--- src/rtl/temporizador_nivel2_pkg.sv ---
`default_nettype none
// ============================================================================
// Module      : temporizador_nivel2_pkg
// Description : Shared constants, time type and helpers for the level-2
//               microwave cook timer (state encoding, BCD limits).
// Revision    : 1.0 - initial release
// ============================================================================
package temporizador_nivel2_pkg;

   // Timer states
   localparam logic [1:0] c_st_idle    = 2'd0;
   localparam logic [1:0] c_st_running = 2'd1;
   localparam logic [1:0] c_st_paused  = 2'd2;
   localparam logic [1:0] c_st_done    = 2'd3;

   // BCD limits
   localparam logic [3:0] c_bcd_max          = 4'd9;
   localparam logic [3:0] c_sec_tens_max_def = 4'd5;

   // MM:SS cook time as four BCD digits, most significant first
   typedef struct packed {
      logic [3:0] min_tens;
      logic [3:0] min_ones;
      logic [3:0] sec_tens;
      logic [3:0] sec_ones;
   } bcd_time_t;

   // True when the keypad digit is a legal BCD value
   function automatic logic is_bcd(input logic [3:0] digit);
      return (digit <= c_bcd_max);
   endfunction

endpackage
`default_nettype wire

--- src/rtl/temporizador_nivel2_bcd_decrementador.sv ---
`default_nettype none
// ============================================================================
// Module      : temporizador_nivel2_bcd_decrementador
// Description : Combinational one-second decrement of an MM:SS BCD time with
//               digit borrow; flags when the input is exactly 00:01.
// Revision    : 1.0 - initial release
// ============================================================================
module temporizador_nivel2_bcd_decrementador
   import temporizador_nivel2_pkg::*;
#(
   parameter logic [3:0] SEC_TENS_MAX = c_sec_tens_max_def
) (
   input  bcd_time_t i_cur,
   output bcd_time_t o_nxt,
   output logic      o_is_one
);

   bcd_time_t w_nxt;

   // Ripple the borrow from seconds units up to minutes tens; seconds tens
   // reload with SEC_TENS_MAX so values above 59 are never normalised.
   always_comb begin
      w_nxt = i_cur;
      if (i_cur.sec_ones != 4'd0) begin
         w_nxt.sec_ones = i_cur.sec_ones - 4'd1;
      end else begin
         w_nxt.sec_ones = c_bcd_max;
         if (i_cur.sec_tens != 4'd0) begin
            w_nxt.sec_tens = i_cur.sec_tens - 4'd1;
         end else begin
            w_nxt.sec_tens = SEC_TENS_MAX;
            if (i_cur.min_ones != 4'd0) begin
               w_nxt.min_ones = i_cur.min_ones - 4'd1;
            end else begin
               w_nxt.min_ones = c_bcd_max;
               w_nxt.min_tens = i_cur.min_tens - 4'd1;
            end
         end
      end
   end

   assign o_nxt    = w_nxt;
   assign o_is_one = (i_cur == {4'd0, 4'd0, 4'd0, 4'd1});

endmodule
`default_nettype wire

--- src/rtl/temporizador_nivel2.sv ---
`default_nettype none
// ============================================================================
// Module      : temporizador_nivel2
// Description : Level-2 microwave cook timer. Assembles an MM:SS time from
//               keypad BCD digits, counts it down on each 1 Hz tick under
//               start/stop/clear control and drives display and status.
//               Optional macro DONE_BEEP_EN adds a completion beep lasting
//               BEEP_TICKS ticks.
// Revision    : 1.0 - initial release
// ============================================================================
module temporizador_nivel2
   import temporizador_nivel2_pkg::*;
#(
   parameter logic [3:0] SEC_TENS_MAX = c_sec_tens_max_def,
   parameter int         BEEP_TICKS   = 3
) (
   input  logic       clk,
   input  logic       reset,
   input  logic [3:0] D,
   input  logic       loadn,
   input  logic       p_1hz,
   input  logic       startn,
   input  logic       stopn,
   input  logic       clearn,
   output logic [3:0] sec_ones,
   output logic [3:0] sec_tens,
   output logic [3:0] min_ones,
   output logic [3:0] min_tens,
   output logic       magnetron_on,
   output logic       done,
   output logic       beep
);

   logic [1:0] r_state;
   bcd_time_t  r_time;
   logic       r_loadn_q;
   logic       r_p_q;

   logic [1:0] w_state_nxt;
   bcd_time_t  w_time_nxt;
   bcd_time_t  w_time_dec;
   logic       w_is_one;
   logic       w_load_ev;
   logic       w_tick_ev;
   logic       w_time_zero;

   assign w_load_ev   = r_loadn_q & ~loadn;
   assign w_tick_ev   = ~r_p_q & p_1hz;
   assign w_time_zero = (r_time == '0);

   temporizador_nivel2_bcd_decrementador #(
      .SEC_TENS_MAX (SEC_TENS_MAX)
   ) u_dec (
      .i_cur    (r_time),
      .o_nxt    (w_time_dec),
      .o_is_one (w_is_one)
   );

   // Next state and digits; clear beats stop beats start beats tick beats load
   always_comb begin
      w_state_nxt = r_state;
      w_time_nxt  = r_time;
      if (!clearn) begin
         w_state_nxt = c_st_idle;
         w_time_nxt  = '0;
      end else begin
         case (r_state)
            c_st_idle: begin
               if (!startn) begin
                  if (!w_time_zero) begin
                     w_state_nxt = c_st_running;
                  end
               end else if (w_load_ev && is_bcd(D)) begin
                  w_time_nxt = {r_time.min_ones, r_time.sec_tens,
                                r_time.sec_ones, D};
               end
            end
            c_st_running: begin
               if (!stopn) begin
                  w_state_nxt = c_st_paused;
               end else if (w_tick_ev) begin
                  w_time_nxt = w_time_dec;
                  if (w_is_one) begin
                     w_state_nxt = c_st_done;
                  end
               end
            end
            c_st_paused: begin
               if (!startn) begin
                  w_state_nxt = c_st_running;
               end
            end
            default: begin
               // A new key press after completion starts a fresh entry
               if (w_load_ev) begin
                  w_state_nxt = c_st_idle;
                  w_time_nxt  = {4'd0, 4'd0, 4'd0, D};
               end
            end
         endcase
      end
   end

   // State, digit and edge-detect registers
   always_ff @(posedge clk) begin
      if (reset) begin
         r_state   <= c_st_idle;
         r_time    <= '0;
         r_loadn_q <= 1'b1;
         r_p_q     <= 1'b0;
      end else begin
         r_state   <= w_state_nxt;
         r_time    <= w_time_nxt;
         r_loadn_q <= loadn;
         r_p_q     <= p_1hz;
      end
   end

   assign sec_ones     = r_time.sec_ones;
   assign sec_tens     = r_time.sec_tens;
   assign min_ones     = r_time.min_ones;
   assign min_tens     = r_time.min_tens;
   assign magnetron_on = (r_state == c_st_running);
   assign done         = (r_state == c_st_done);

`ifdef DONE_BEEP_EN
   generate
      if (1) begin : g_beep
         localparam int c_cnt_w = (BEEP_TICKS > 1) ? $clog2(BEEP_TICKS + 1) : 1;

         logic               r_beep;
         logic [c_cnt_w-1:0] r_beep_cnt;

         // Beep starts on entry to DONE and drops after BEEP_TICKS ticks
         // spent in DONE, or immediately when DONE is left.
         always_ff @(posedge clk) begin
            if (reset) begin
               r_beep     <= 1'b0;
               r_beep_cnt <= '0;
            end else if (r_state != c_st_done && w_state_nxt == c_st_done) begin
               r_beep     <= 1'b1;
               r_beep_cnt <= c_cnt_w'(BEEP_TICKS);
            end else if (r_state == c_st_done && w_state_nxt != c_st_done) begin
               r_beep     <= 1'b0;
               r_beep_cnt <= '0;
            end else if (r_state == c_st_done && w_tick_ev && r_beep) begin
               r_beep_cnt <= r_beep_cnt - c_cnt_w'(1);
               if (r_beep_cnt <= c_cnt_w'(1)) begin
                  r_beep <= 1'b0;
               end
            end
         end

         assign beep = r_beep;
      end
   endgenerate
`else
   generate
      if (1) begin : g_no_beep
         // No beep hardware; the tick count has no effect in this build
         assign beep = 1'b0 & (|BEEP_TICKS);
      end
   endgenerate
`endif

endmodule
`default_nettype wire

--- config.mk ---
export PLATFORM = sky130hd
export DESIGN_NAME = temporizador_nivel2
export DESIGN_NICKNAME = d
export VERILOG_FILES = /design/src/rtl/temporizador_nivel2_pkg.sv /design/src/rtl/temporizador_nivel2_bcd_decrementador.sv /design/src/rtl/temporizador_nivel2.sv
export SDC_FILE = /design/constraint.sdc
export NUM_CORES = 1
export LEC_CHECK = 0
export ABC_AREA = 1
export BUFFER_PORTS_ARGS = -buffer_cell sky130_fd_sc_hd__buf_4
export CAP_MARGIN = 20
export CELL_PAD_IN_SITES_DETAIL_PLACEMENT = 1
export CELL_PAD_IN_SITES_GLOBAL_PLACEMENT = 1
export CORE_MARGIN = 4
export CORE_UTILIZATION = 30
export DETAILED_ROUTE_END_ITERATION = 8
export PLACE_DENSITY = 0.66
export RECOVER_POWER = 50
export SYNTH_ARGS = -nofsm -noshare
export SYNTH_HDL_FRONTEND = slang
export SYNTH_SLANG_ARGS = --single-unit
--- constraint.sdc ---
create_clock -name clk -period 1.3 [get_ports clk]
set_input_delay 0.26 -clock clk [delete_from_list [all_inputs] [get_ports clk]]
set_output_delay 0.26 -clock clk [all_outputs]
set_load 0.05 [all_outputs]
==> results.py, run 1 <==
metrics = {
    "place": {
        "routabilityCongestion": 0.762,
        "numPortBuffers": 28,
        "dpl.hpwl_um": 3680,
        "placed_area_um2": 2040,
        "dp_slack_ps": -198,
    },
    "worst_setup_path": {
        "path_max_fanout": 8,
        "arrival_ps": 1650,
        "setup.worst_path.start_class": "flip-flop",
        "critical_path_class": "flip-flop to flip-flop",
        "critPathRequiredTime_ps": 1510,
        "cp-end-kind": "flip-flop",
        "crit_chain": "inv_4, ha_4, inv_2, nor3_4, nor2_2, nor2_4, nand3_4, nor2_4, nor2_1, nor2_1",
        "cpMaxStageDelayCell": "dfxtp_4",
        "crit_buf_inv": 2,
        "cp_top_family": "simple AND/OR/NAND/NOR gates",
        "crit_path_max_incr_delay_ps": 360,
    },
    "clocking": {
        "cts-buffers-inserted": 3,
        "cts_hold_buf": 0,
        "cts_root_buf": "clkbuf_8",
        "insertion_delay_ps": 270,
        "tritoncts": "done",
        "clk_pin_slew_worst_paths_ps": 90,
        "clk_path_buf_depth": 2,
        "cts_num_sinks": 20,
        "htreeDepth": 1,
    },
    "pwr": {
        "peakVddDrop_mv": 0.452,
        "p_per_area_nw_per_um2": 982,
        "cellLeakagePower_nw": 1.06,
        "power_mw": 2.21,
    },
    "global_route": {
        "grt_util_all_layers_pct": 17.7,
        "overflow": 0,
        "grt_pass1_wl_um": 7600,
        "grt_max_degree": 12,
        "antenna_found_initial": 0,
        "grt_pass1_vias": 1585,
    },
    "cells_and_area": {
        "fin_area_um2": 2250,
        "diodes": 0,
        "fin_nets": 300,
        "drive_gt1_share_pct": 51.8,
        "fin_util_pct": 51.0,
        "nFillCells": 562,
        "regArea_um2": 447,
        "multi_input_area_um2": 971,
        "area_delta_synth_final_pct": 63.0,
    },
    "route": {
        "drtPass1Iterations": 4,
        "routedWlPerCell_um": 14.3,
        "ant_nets": 0,
        "avgViaCountPerCell": 4.82,
        "routed_wl_um": 4760,
        "drc": 0,
        "drt_iter0_drc": 42,
        "vias": 1609,
    },
    "die": {
        "start_util_pct": 31.3,
        "coreArea_um2": 4410,
        "fp.dieArea_um2": 5760,
        "die_h_um": 75.9,
        "fp.dieW_um": 75.9,
        "rows": 24,
        "io_pins": 30,
    },
    "sta": {
        "setup_viol": 18,
        "grt_setup_unrepaired": "true",
        "max_clock_freq_mhz": 694,
        "drv_slew": 0,
        "skew_ps": 7.19,
        "hold_viol": 0,
        "whs_ps": 161,
        "finalCritPeriodShare_pct": 111,
        "finalWorstSetupSlack_ps": -142,
        "min_period_ps": 1440,
    },
    "logic_synthesis": {
        "ys_ff_latch": 20,
        "async_reset_ff_share_pct": 0,
        "avgSynthCellArea_um2": 6.62,
        "ys.flop_type": "dfxtp_1",
        "netlist_instances": 209,
        "netlist_area_um2": 1380,
        "ys_types": 31,
        "seq_area_frac_synth_pct": 29.0,
        "synth_edf_count": 0,
        "syn-num-nets": 226,
        "ys_warn_count": 0,
    },
    "hold_path": {
        "hold_class": "input port to flip-flop",
    },
    "status": {
        "outcome": "finished with violations",
        "violations": "negative setup slack",
    },
    "job": {
        "cap_violations": 0,
    },
}
[cells by family (layout without fill, tap and decap cells)]
family / after synthesis / count (layout) / synth area share, %
other cells: 1 / 1 / 0.271
xor+xnor: 3 / 3 / 1.90
flops: 20 / 20 / 29.0
compound gates: 43 / 43 / 16.9
buf+inv: 36 / 109 / 10.9
simple gates: 100 / 100 / 35.7
fa+ha+maj: 6 / 6 / 5.43
[layer usage]
layer  share of wire [%]  wire [um]  vias to the layer above  track usage, %
met5                   0          0                        -               0
met4                 1.3         63                        0            3.50
met3                 3.1        149                        9            2.90
met1                  44       2120                      759            22.3
li1                    -          -                      820               -
met2                  51       2430                       21            31.5
[area by class of cell]
cell class,count,share of cell area (%)
inverter,33,6.50
tap,52,2.89
timing repair buffer,72,25.7
multi-input combinational,153,43.1
sequential,20,19.8
clock inverter,1,0.167
clock buffer,3,1.83
[worst paths after layout]
path                                   from          end  slack [ps]  cells after the start
worst min-delay path                  reset        r_p_q         160                      2
worst min register to register  min_tens[2]  min_tens[2]         520                      2
worst max-delay path            sec_tens[0]  min_tens[0]        -140                     10
worst max register to register  sec_tens[0]  min_tens[0]        -140                     10
[Yosys cell counts, types with 2 or more instances]
cell	count	area (um2)
dfxtp_1	20	400
nand3_1	13	65.1
nor2_4	2	22.5
inv_1	24	90.1
nor2_8	2	40.0
ha_1	6	75.1
nand2_2	3	18.8
nor2_2	2	12.5
xor2_1	2	17.5
o21ai_1	8	40.0
o22ai_1	7	43.8
nor2_1	26	97.6
nand2_4	2	22.5
inv_2	8	30.0
o21ai_0	8	40.0
a21oi_1	16	80.1
nand2_1	45	169
buf_4	2	15.0
[metrics by stage]
step                      instances  TNS [ps]
after floorplan                 209      -809
after global placement          326     -1890
after detailed placement        326     -2490
after CTS                       333     -1650
after global routing            334     -3230
final                           334     -1490
[what timing repair did]
action | in CTS | in global routing
pin swaps | 5 | 2
setup endpoints to repair | 20 | 20
buffers inserted | 3 | 1
resized for setup | 36 | 9
[worst register-to-register path, delay by kind of cell, from the launching register on]
family,cells,cell delay [ps]
adders and majority gates,1,130
DFF,1,360
buffers and inverters,2,100
and+or+nand+nor,7,780
[state kept, by name, indices dropped and copies added, names as in the netlist]
name / flops
min_ones: 4
r_p_q: 1
sec_ones: 4
r_state: 2
min_tens: 4
sec_tens: 4
r_loadn_q: 1
[cells in the final DEF, fill, tap and decap left out, drive strengths merged]
cell type / n
a21oi: 16
a22oi: 1
a31oi: 1
buf: 64
clkbuf: 11
clkinv: 2
conb: 1
dfxtp: 20
ha: 6
inv: 32
nand2: 50
nand3: 14
nand4: 1
nor2: 32
nor3: 2
o21ai: 17
o22ai: 7
o31ai: 1
or2: 1
xnor2: 1
xor2: 2
[report_power, final]
group / internal, mW / switching (mW) / total (mW)
Combinational: 0.450 / 0.632 / 1.08
Sequential: 0.643 / 0.0405 / 0.684
Clock: 0.211 / 0.236 / 0.447
Total: 1.30 / 0.909 / 2.21
Note: power is estimated with default switching activity, not from simulation.
==> run 2: changes to the inputs <==
- CELL_PAD_IN_SITES_DETAIL_PLACEMENT: 1 -> 2
- CELL_PAD_IN_SITES_GLOBAL_PLACEMENT: 1 -> 2
- CORE_UTILIZATION: 30 -> 28
- PLACE_DENSITY: 0.66 -> 0.75
- SETUP_SLACK_MARGIN: default -> 0.1
- clock period: 1.3 -> 1.6 ns (I/O delays scaled with it)
==> results.py, run 2 (synthesis gave the netlist of run 1 again) <==
metrics = {
    "die": {
        "io_pins": 30,
        "die_h_um": 78.3,
        "start_util_pct": 29.1,
        "fp.dieW_um": 78.3,
        "coreArea_um2": 4750,
        "rows": 25,
        "fp.dieArea_um2": 6130,
    },
    "route": {
        "ant_nets": 0,
        "routed_wl_um": 5540,
        "vias": 1578,
        "routedWlPerCell_um": 16.6,
        "drc": 0,
        "avgViaCountPerCell": 4.74,
        "drtPass1Iterations": 4,
        "drt_iter0_drc": 53,
    },
    "cells_and_area": {
        "layout_commonest_cell": "nand2_1",
        "final_cell_mix": "nand2_1 (39), buf_4 (37), nor2_1 (22), inv_1 (18), a21oi_1 (14)",
        "diodes": 0,
        "fin_nets": 284,
        "area_delta_synth_final_pct": 43.8,
        "drive_gt1_share_pct": 41.4,
    },
    "global_route": {
        "grt_pass1_vias": 1781,
        "grt_max_degree": 12,
        "grt_pass1_wl_um": 9090,
        "antenna_found_initial": 0,
        "overflow": 0,
        "grt_util_all_layers_pct": 18.9,
    },
    "pwr": {
        "power_mw": 1.69,
        "power.share.clock_pct": 21.4,
        "seqPwrFrac_pct": 33.1,
        "combinationalPowerShare_pct": 45.5,
        "p_per_area_nw_per_um2": 852,
        "swShare_pct": 42.5,
        "p_sw_mw": 0.721,
        "cellLeakagePower_nw": 0.923,
        "intPower_mw": 0.974,
        "peakVddDrop_mv": 0.279,
    },
    "clocking": {
        "htreeDepth": 1,
        "tritoncts": "done",
        "cts_num_sinks": 20,
        "cts-buffers-inserted": 3,
        "clk_path_buf_depth": 2,
        "cts_root_buf": "clkbuf_8",
        "insertion_delay_ps": 260,
        "cts_hold_buf": 0,
        "clk_pin_slew_worst_paths_ps": 90,
    },
    "hold_path": {
        "hold_class": "input port to flip-flop",
    },
    "sta": {
        "min_period_ps": 1510,
        "max_clock_freq_mhz": 664,
        "hold_viol": 0,
        "skew_ps": 4.29,
        "finalCritPeriodShare_pct": 94.1,
        "slew_headroom_pct": 60.3,
        "worst_pin_slew_ps": 598,
        "drv_slew": 0,
        "whs_ps": 227,
        "setup_viol": 0,
        "grt_setup_unrepaired": "true",
    },
    "worst_setup_path": {
        "arrival_ps": 1670,
        "setup.worst_path.start_class": "flip-flop",
        "cp-end-kind": "flip-flop",
        "critical_path_class": "flip-flop to flip-flop",
        "path_max_fanout": 8,
        "critPathRequiredTime_ps": 1760,
    },
    "job": {
        "cap_violations": 0,
    },
    "status": {
        "outcome": "finished, final reports clean",
    },
    "place": {
        "numPortBuffers": 28,
        "dpl.hpwl_um": 4120,
        "routabilityCongestion": 0.794,
    },
}
## run 2: cell type report
cell class / instances / area [um2]
multi-input combinational: 153 / 920
tap: 67 / 83.8
timing repair buffer: 56 / 384
fill: 605 / 2770
clock buffer: 3 / 41.3
inverter: 33 / 131
clock inverter: 1 / 3.75
sequential: 20 / 424
## run 2: path summary, 6_finish.rpt
kind	startpoint	endpoint	slack, ps	depth (start not counted)
worst max-delay path	sec_tens[1]	min_ones[3]	90	10
worst min-delay path	reset	r_p_q	230	2
worst max register to register	sec_tens[1]	min_ones[3]	90	10
worst min register to register	min_tens[0]	min_tens[0]	520	2
## run 2: repair_timing
| item | CTS | global route |
|---|---|---|
| endpoints found under the setup margin | 15 | 18 |
| pin swaps | 13 | 10 |
| buffers inserted | 7 | 2 |
| resized for setup | 19 | 15 |
## run 2: per-stage QoR
stage	setup slack, ps	area (um2)	TNS [ps]	instances	util, %
4_1_cts	-34.5	1970	-124	331	41.5
5_1_grt	-28.5	1990	-81.0	333	41.8
2_1_floorplan	109	1410	0	209	-
3_5_place_dp	-89.8	1820	-488	320	38.3
6_report	93.9	1990	0	333	41.8
3_3_place_gp	-33.7	1820	-127	320	38.3
## run 2: layer usage
layer	GRT usage (%)	wire length, um	vias up
li1	-	-	785
met1	23.8	2470	766
met2	34.4	2910	23
met3	2.18	128	4
met4	3.67	38	0
met5	0	0	-
## run 2: power groups by stage
stage | registers, mW | clock network, mW | logic, mW
floorplan | 0.628 | 0 | 0.408
global placement | 0.568 | 0 | 0.689
detailed placement | 0.570 | 0 | 0.706
CTS | 0.560 | 0.373 | 0.754
global route | 0.568 | 0.406 | 0.849
finish | 0.560 | 0.363 | 0.772
## run 2: worst max-delay path: stages (launching register included)
cell     delay (ps)
dfxtp_4         360
inv_4            60
ha_4            150
inv_4            40
nor3_4          210
nor2_4           80
nor2_4          100
nand3_4         130
buf_4           170
nand2_1          50
a21oi_1          60
